==> src/rtl/uart_pkg.sv <==
// Shared UART definitions: frame states, data width and frame-length helper.
// Reused by the transmit framer and the receiver.
package uart_pkg;

   localparam int UART_DATA_BITS   = 8;
   localparam int UART_START_BITS  = 1;
   localparam int UART_PARITY_BITS = 1;

   typedef enum logic [2:0] {
      IDLE,
      ARM,
      START,
      DATA,
      PARITY,
      STOP
   } uart_state_t;

   function automatic int uart_frame_bits(input int stop_bits, input bit parity_en);
      return UART_START_BITS + UART_DATA_BITS + (parity_en ? UART_PARITY_BITS : 0) + stop_bits;
   endfunction

endpackage

==> src/rtl/baud_edge_sync.sv <==
// Two-flop synchronizer on baud_clk plus rising-edge detect; bit_tick is a one-cycle
// pulse 3 clocks after a baud_clk rise. No backpressure: ticks are never held off.
module baud_edge_sync (
   input  logic clock,
   input  logic reset_n,
   input  logic baud_clk,
   output logic bit_tick
);

   logic sync_1;
   logic sync_2;
   logic sync_d;

   always_ff @(posedge clock or negedge reset_n) begin
      if (!reset_n) begin
         sync_1   <= 1'b0;
         sync_2   <= 1'b0;
         sync_d   <= 1'b0;
         bit_tick <= 1'b0;
      end else begin
         sync_1   <= baud_clk;
         sync_2   <= sync_1;
         sync_d   <= sync_2;
         bit_tick <= sync_2 & ~sync_d;
      end
   end

endmodule

==> src/rtl/uart_tx_framer.sv <==
// UART transmit framer: start, 8 data bits LSB first, parity when UART_TX_PARITY_EN is defined,
// STOP_BITS stop bits; registered tx_out, one bit per baud tick; tx_start ignored while busy.
module uart_tx_framer #(
   parameter int STOP_BITS = 1
) (
   input  logic       clock,
   input  logic       reset_n,
   input  logic       baud_clk,
   input  logic       tx_start,
   input  logic [7:0] tx_data,
   input  logic       parity_odd,
   output logic       tx_out,
   output logic       busy,
   output logic       done
);

   import uart_pkg::*;

   // Only the last stop-bit index matters; 1 or 2 stop bits fit in one counter bit.
   localparam logic STOP_LAST = (STOP_BITS == 2);

   uart_state_t               state, state_n;
   logic [2:0]                bit_idx, bit_idx_n;
   logic                      stop_cnt, stop_cnt_n;
   logic [UART_DATA_BITS-1:0] data_q, data_n;
   logic                      tx_out_n, busy_n, done_n;
   logic                      bit_tick;

`ifdef UART_TX_PARITY_EN
   logic par_q, par_n;
`else
   logic parity_unused;
   assign parity_unused = parity_odd;
`endif

   baud_edge_sync u_sync (
      .clock    (clock),
      .reset_n  (reset_n),
      .baud_clk (baud_clk),
      .bit_tick (bit_tick)
   );

   always_comb begin
      state_n    = state;
      bit_idx_n  = bit_idx;
      stop_cnt_n = stop_cnt;
      data_n     = data_q;
      tx_out_n   = tx_out;
      busy_n     = busy;
      done_n     = 1'b0;
`ifdef UART_TX_PARITY_EN
      par_n      = par_q;
`endif
      case (state)
         IDLE: begin
            tx_out_n = 1'b1;
            if (tx_start) begin
               data_n     = tx_data;
`ifdef UART_TX_PARITY_EN
               par_n      = (^tx_data) ^ parity_odd;
`endif
               bit_idx_n  = 3'd0;
               stop_cnt_n = 1'b0;
               busy_n     = 1'b1;
               state_n    = ARM;
            end
         end
         ARM: begin
            tx_out_n = 1'b1;
            if (bit_tick) begin
               tx_out_n = 1'b0;
               state_n  = START;
            end
         end
         START: begin
            if (bit_tick) begin
               tx_out_n = data_q[bit_idx];
               state_n  = DATA;
            end
         end
         DATA: begin
            if (bit_tick) begin
               // Index wraps 7->0 so it is already clear for the next frame.
               bit_idx_n = bit_idx + 3'd1;
               if (bit_idx == 3'd7) begin
`ifdef UART_TX_PARITY_EN
                  tx_out_n = par_q;
                  state_n  = PARITY;
`else
                  tx_out_n   = 1'b1;
                  stop_cnt_n = 1'b0;
                  state_n    = STOP;
`endif
               end else begin
                  tx_out_n = data_q[bit_idx + 3'd1];
               end
            end
         end
`ifdef UART_TX_PARITY_EN
         PARITY: begin
            if (bit_tick) begin
               tx_out_n   = 1'b1;
               stop_cnt_n = 1'b0;
               state_n    = STOP;
            end
         end
`endif
         STOP: begin
            tx_out_n = 1'b1;
            if (bit_tick) begin
               if (stop_cnt == STOP_LAST) begin
                  busy_n  = 1'b0;
                  done_n  = 1'b1;
                  state_n = IDLE;
               end else begin
                  stop_cnt_n = stop_cnt + 1'b1;
               end
            end
         end
         default: begin
            tx_out_n = 1'b1;
            busy_n   = 1'b0;
            state_n  = IDLE;
         end
      endcase
   end

   always_ff @(posedge clock or negedge reset_n) begin
      if (!reset_n) begin
         state    <= IDLE;
         bit_idx  <= 3'd0;
         stop_cnt <= 1'b0;
         data_q   <= '0;
         tx_out   <= 1'b1;
         busy     <= 1'b0;
         done     <= 1'b0;
`ifdef UART_TX_PARITY_EN
         par_q    <= 1'b0;
`endif
      end else begin
         state    <= state_n;
         bit_idx  <= bit_idx_n;
         stop_cnt <= stop_cnt_n;
         data_q   <= data_n;
         tx_out   <= tx_out_n;
         busy     <= busy_n;
         done     <= done_n;
`ifdef UART_TX_PARITY_EN
         par_q    <= par_n;
`endif
      end
   end

endmodule

==> config.mk <==
export PLATFORM = sky130hd
export DESIGN_NAME = uart_tx_framer
export DESIGN_NICKNAME = d
export VERILOG_FILES = /design/src/rtl/uart_pkg.sv /design/src/rtl/baud_edge_sync.sv /design/src/rtl/uart_tx_framer.sv
export SDC_FILE = /design/constraint.sdc
export NUM_CORES = 1
export LEC_CHECK = 0
export CORE_MARGIN = 5
export CORE_UTILIZATION = 55
export CTS_CLUSTER_DIAMETER = 60
export DETAILED_ROUTE_END_ITERATION = 7
export GPL_TIMING_DRIVEN = 0
export PLACE_DENSITY_LB_ADDON = 0.12
export SETUP_SLACK_MARGIN = 0.3
export SYNTH_ARGS = -nofsm -noshare
export SYNTH_HDL_FRONTEND = slang
export SYNTH_SLANG_ARGS = --single-unit
==> constraint.sdc <==
create_clock -name clock -period 4 [get_ports clock]
set_input_delay 0.4 -clock clock [delete_from_list [all_inputs] [get_ports clock]]
set_output_delay 0.4 -clock clock [all_outputs]
set_load 0.005 [all_outputs]
Word-level counts from Yosys, hierarchy flattened
Cells that the tools add are included.
- bits in registers: 22
- bits of input ports: 13
- output and inout bits: 3
- word-level logic and storage cells: 73
- add/sub/neg operators: 2
- magnitude comparators: 2
- equality and inequality tests: 12
- muxes and demuxes: 33
- bitwise operators: 3
- reduce and logical (&&, ||, !) cells: 10
- operators by type and width (kind ; number):
    two-way mux 3 bit ; 9
    two-way mux 1 bit ; 17
    case mux 3 bit (5 select lines) ; 1
    case mux 1 bit (3 select lines) ; 3
    less-than comparator 3 x 4 -> 1 bit (second input constant) ; 2
    != test 2 x 1 -> 1 bit (second input constant) ; 4
    AND reduction 7 bit ; 1
    binary-select mux 1 bit (select 3 bit) ; 2
    == test 3 x 2 -> 1 bit (second input constant) ; 2
    == test 3 bit (second input constant) ; 2
    != test 2 bit (second input constant) ; 3
    case mux 3 bit (2 select lines) ; 1
    AND reduction 5 bit ; 1
    AND reduction 2 bit ; 2
    AND reduction 4 bit ; 1
    adder 3 x 1 -> 3 bit (second input constant) ; 1
    == test 3 x 1 -> 1 bit (second input constant) ; 1
    logical NOT 3 bit ; 1
    AND reduction 3 bit ; 1
    nonzero test 3 bit ; 1
    OR reduction 3 bit ; 1
    NOT 1 bit ; 2
    nonzero test 2 bit ; 1
    adder 1 bit (second input constant) ; 1
    bitwise AND 1 bit ; 1

Longest topological paths before layout
- word-level depth: 6
- gate-level depth with buffers: 6

Cells and area by module
From an unflattened synthesis, not the netlist that was laid out.
- cell total of the unflattened synthesis: 74
- area total of the unflattened synthesis: 1018.5 sq um
- modules (own cells, without submodules) (module ; instances ; cells each ; area each (sq um) ; sequential area each (sq um)):
    uart_tx_framer ; 1 ; 69 ; 904.6 ; 426.7
    baud_edge_sync ; 1 ; 5 ; 113.9 ; 100.1

Worst setup path after synthesis
Ideal clock, no wire load.
- path kind: register -> register
- start: register bit_idx[0]
- end: register tx_out
- library setup time: 0.086 ns
- arrival: 1.856 ns
- setup slack: 2.058 ns
- cell stages (with the launch flop): 6
- clock period less this slack: 1.942 ns
- cells stage by stage: dfrtp_1 ha_1 mux4_2 nor2b_4 a2111oi_4 o31ai_1
- longest elaborated chain between the ends: 6
- RTL lines (element ; RTL line ; text):
    from (decl) ; uart_tx_framer.sv:23 ; logic [2:0] bit_idx, bit_idx_n;
    from (signal assigned) ; uart_tx_framer.sv:142 ; bit_idx <= bit_idx_n;
    adder 3 x 1 -> 3 bit ; uart_tx_framer.sv:95 ; tx_out_n = data_q[bit_idx + 3'd1];
    binary-select mux 1 bit (select 3 bit) ; uart_tx_framer.sv:95 ;
    two-way mux 1 bit (implied by the code) ; uart_tx_framer.sv:95 ;
    two-way mux 1 bit ; uart_tx_framer.sv:85 ; if (bit_idx == 3'd7) begin
    two-way mux 1 bit ; uart_tx_framer.sv:82 ; if (bit_tick) begin
    case mux 1 bit (3 select lines) * ; uart_tx_framer.sv:54 ; case (state)
    to (signal assigned) ; uart_tx_framer.sv:145 ; tx_out <= tx_out_n;
    to (decl) ; uart_tx_framer.sv:12 ; output logic tx_out,
Mark *: on every way between the ends. The rest lies on a longest branch, timed or not. The select of a mux whose other input is x is not followed.
A chain may end at the register's enable or synchronous reset.

Worst setup path after layout
Ends and elaborated chain as after synthesis.

==> impl_metrics.ini <==
[grt]
antenna_found_initial = 0
grt_util_met3_pct = 3.662
grt_overflow = 0
grt.met1_usage_pct = 17.10
maximum_number_of_pins_on_one_net_before_global_route_repair = 22
grt_pass1_wl_mm = 2.987
first_global_vias = 703
most_crowded_layer_after_global_routing = met2
met2_usage_pct = 25.21
grt_usage_pct = 15.36

[critical_path]
timing.critical_path.fanout_max = 7
end_kind = flip-flop
crit-reg2reg-capture = tx_out
cp_data_arrival_time_ns = 2.28
reg2reg_depth = 5
worst-r2r-setup-slack_ns = 1.94
category_of_the_worst_setup_path_launch_point = flip-flop
r2r-start = bit_idx[0]
cp.required_ns = 4.22
crit_type = flip-flop to flip-flop

[clock_network]
cts.sink_count = 21
hold_buffers = 0
cts_root_buf = sky130_fd_sc_hd__clkbuf_4
post_cts_resize_count = 0
cts.reportedPaths.clkPinSlew_ns = 0.11
cts_max_level = 1
postCtsSetupBuffers = 0
clockBufferDepth = 2
tritoncts = done
cts_made_buffers = 3
insertion_delay_ns = 0.29

[die]
die_y_um = 52.90
initial_core_util_pct = 57.99
num_rows = 15
num_io_pins = 16
placeableCoreArea_mm2 = 0.001745
design.die.area_mm2 = 0.002798
chipWidth_um = 52.90

[logic_synthesis]
mappedNetlistArea_mm2 = 0.001012
post_synthesis_xor_xnor_area_fraction_pct = 0
synth.area.top_cells = sky130_fd_sc_hd__dfrtp_1 (49%), sky130_fd_sc_hd__mux2_2 (8.9%), sky130_fd_sc_hd__mux4_2 (6.7%)
synthesized_area_per_cell_um2 = 13.15
synthSimpleGateAreaFrac_pct = 9.889
synth_nets = 92
yosys-mux-area-fraction_pct = 18.05
ys_dominant_reg_cell = sky130_fd_sc_hd__dfrtp_1
synth_top_area_share_pct = 49.44
post-synth-top-count-cell = sky130_fd_sc_hd__dfrtp_1
synth-edff-count = 0
postSynthRegisterBits = 21
synth_compound_area_share_pct = 12.24
synth_fa_ha_area_share_pct = 2.472
dominant_combinational_cell_family_by_area_after_synthesis = multiplexers
number_of_unique_standard_cell_types_used_by_synthesis = 30
synthesis.instances = 77
ys_warn_count = 0
synthArstFlopShare_pct = 100.0
synth_sequential_area_ratio_pct = 52.04
ys_top_cells_by_count = sky130_fd_sc_hd__dfrtp_1 (20), sky130_fd_sc_hd__mux2_2 (8), sky130_fd_sc_hd__inv_1 (5), sky130_fd_sc_hd__nand2_1 (4), sky130_fd_sc_hd__o21ai_0 (4)
yosysTopAreaCell = sky130_fd_sc_hd__dfrtp_1

[sta]
unrepaired_setup_endpoints_after_global_routing = no
slew-limit-headroom_pct = 40.38
setup_tns_ns = 0
worst-slew-pin-transition_ns = 0.8915
final.setup_skew_ns = 0.005041
time_the_final_worst_path_needs_with_i_o_delays_and_setup_ns = 2.059
fmaxAchievable_mhz = 485.8
hold-worst-slack_ns = 0.3626
finalHoldViolations = 0
finalCritPeriodShare_pct = 51.46
timing_max_transition_violations_final = 0
count_of_final_setup_violators = 0

[power]
seqPwrFrac_pct = 43.8
ir_worst_vdd_uv = 391.1
power_switching_share_pct = 31.19
p_per_area_mw_per_mm2 = 676.0
intPower_uw = 562.8
power_leakage_uw = 0.0005103
p_sw_uw = 255.1
clkPwrFrac_pct = 11.7
power_frac_comb_pct = 44.5

[route]
route.antenna.remaining_nets = 0
post-route-drc-count = 0
routed_wl_mm = 1.592
drtPass1Iterations = 4
routed_via_density = 5.517
drt_iter0_drc = 7
vias = 662
routed_wire_length_per_instance_um = 13.27

[cells_and_area]
design.final.nets = 111
drive_above_1_share_pct = 23.16
area.growth.synth_to_final_pct = 19.53
multi_input_area_um2 = 431.7
num_antenna_cells = 0
num-fill-cells = 133
sequential_cell_area_um2 = 526.8

[placed_design]
portBuffers = 14
finalWeightedCongestion = 0.7619
detailedPlacementHpwl_mm = 1.221

[hold_path]
hold_class = flip-flop to flip-flop
hp-start = u_sync.sync_1
timing.hold.worst_endpoint = u_sync.sync_2
whs_path_depth = 0

[outcome]
status = finished, final reports clean

[run]
maxCapViolations = 0
[registers in the layout, summed over array words and instances (netlist names)]
| signal | flops |
|---|---|
| tx_out | 1 |
| busy | 1 |
| done | 1 |
| data_q | 8 |
| u_sync.sync_1 | 1 |
| u_sync.sync_d | 1 |
| state | 3 |
| u_sync.sync_2 | 1 |
| u_sync.bit_tick | 1 |
| bit_idx | 3 |
[power by group through the flow]
stage,clock network (uW),registers (uW),logic (uW)
floorplan,0,345,299
global placement,0,359,357
detailed placement,0,364,365
CTS,102,360,369
global route,116,372,401
finish,96.0,358,364
[worst max-delay path, cell delays in order (launching register included)]
cell and delay [ns]:
sky130_fd_sc_hd__dfrtp_1 0.50, sky130_fd_sc_hd__ha_1 0.41, sky130_fd_sc_hd__mux4_2 0.52, sky130_fd_sc_hd__nor2b_4 0.15, sky130_fd_sc_hd__a2111oi_4 0.32, sky130_fd_sc_hd__o31ai_1 0.09
[layout make-up]
class | instances | share of cell area [%]
Buffer | 4 | 2.896
Clock buffer | 4 | 2.172
Inverter | 5 | 1.551
Multi-Input combinational cell | 47 | 35.68
Sequential cell | 21 | 43.54
Tap cell | 25 | 2.585
Timing Repair Buffer | 14 | 11.58
[per-layer routing]
metal | routed length, um | up-vias
met1 | 680 | 320
met3 | 82 | 5
met2 | 777 | 20
met4 | 51 | 0
li1 | - | 317
met5 | 0 | -
[cell usage in the layout (no fill, tap or decap), drive strengths merged, types with 2 or more instances in the layout]
cell	n
clkbuf	4
mux2	8
nor3b	2
clkdlybuf4s50	14
nand2	4
o22ai	3
o21ai	4
nor2b	3
nor3	2
mux4	4
a21oi	2
inv	5
dfrtp	20
ha	2
nor2	2
buf	4
[through the flow]
stage	power (uW)	cells	setup slack, ns	area, um^2	util [%]
after detailed placement	729.2	116	1.967	1184	67.81
after global routing	888.6	120	1.842	1210	69.32
after floorplan	643.9	77	2.058	1012	-
after CTS	830.5	120	1.924	1210	69.32
after global placement	715.4	116	1.965	1184	67.81
final	817.9	120	1.941	1210	69.32
[cell families after synthesis]
group | Yosys count
fa+ha+maj | 2
mux | 12
flops | 21
compound gates | 16
buf+inv | 9
simple gates | 17
[how the worst max path moves through the flow]
stage                          start  cells past startpoint     end
after global placement    bit_idx[0]                      5  tx_out
after floorplan           bit_idx[0]                      5  tx_out
after CTS                 bit_idx[0]                      5  tx_out
final                     bit_idx[0]                      5  tx_out
after global routing      bit_idx[0]                      5  tx_out
after detailed placement  bit_idx[0]                      5  tx_out
No activity file was read; power rests on OpenSTA's default activity.
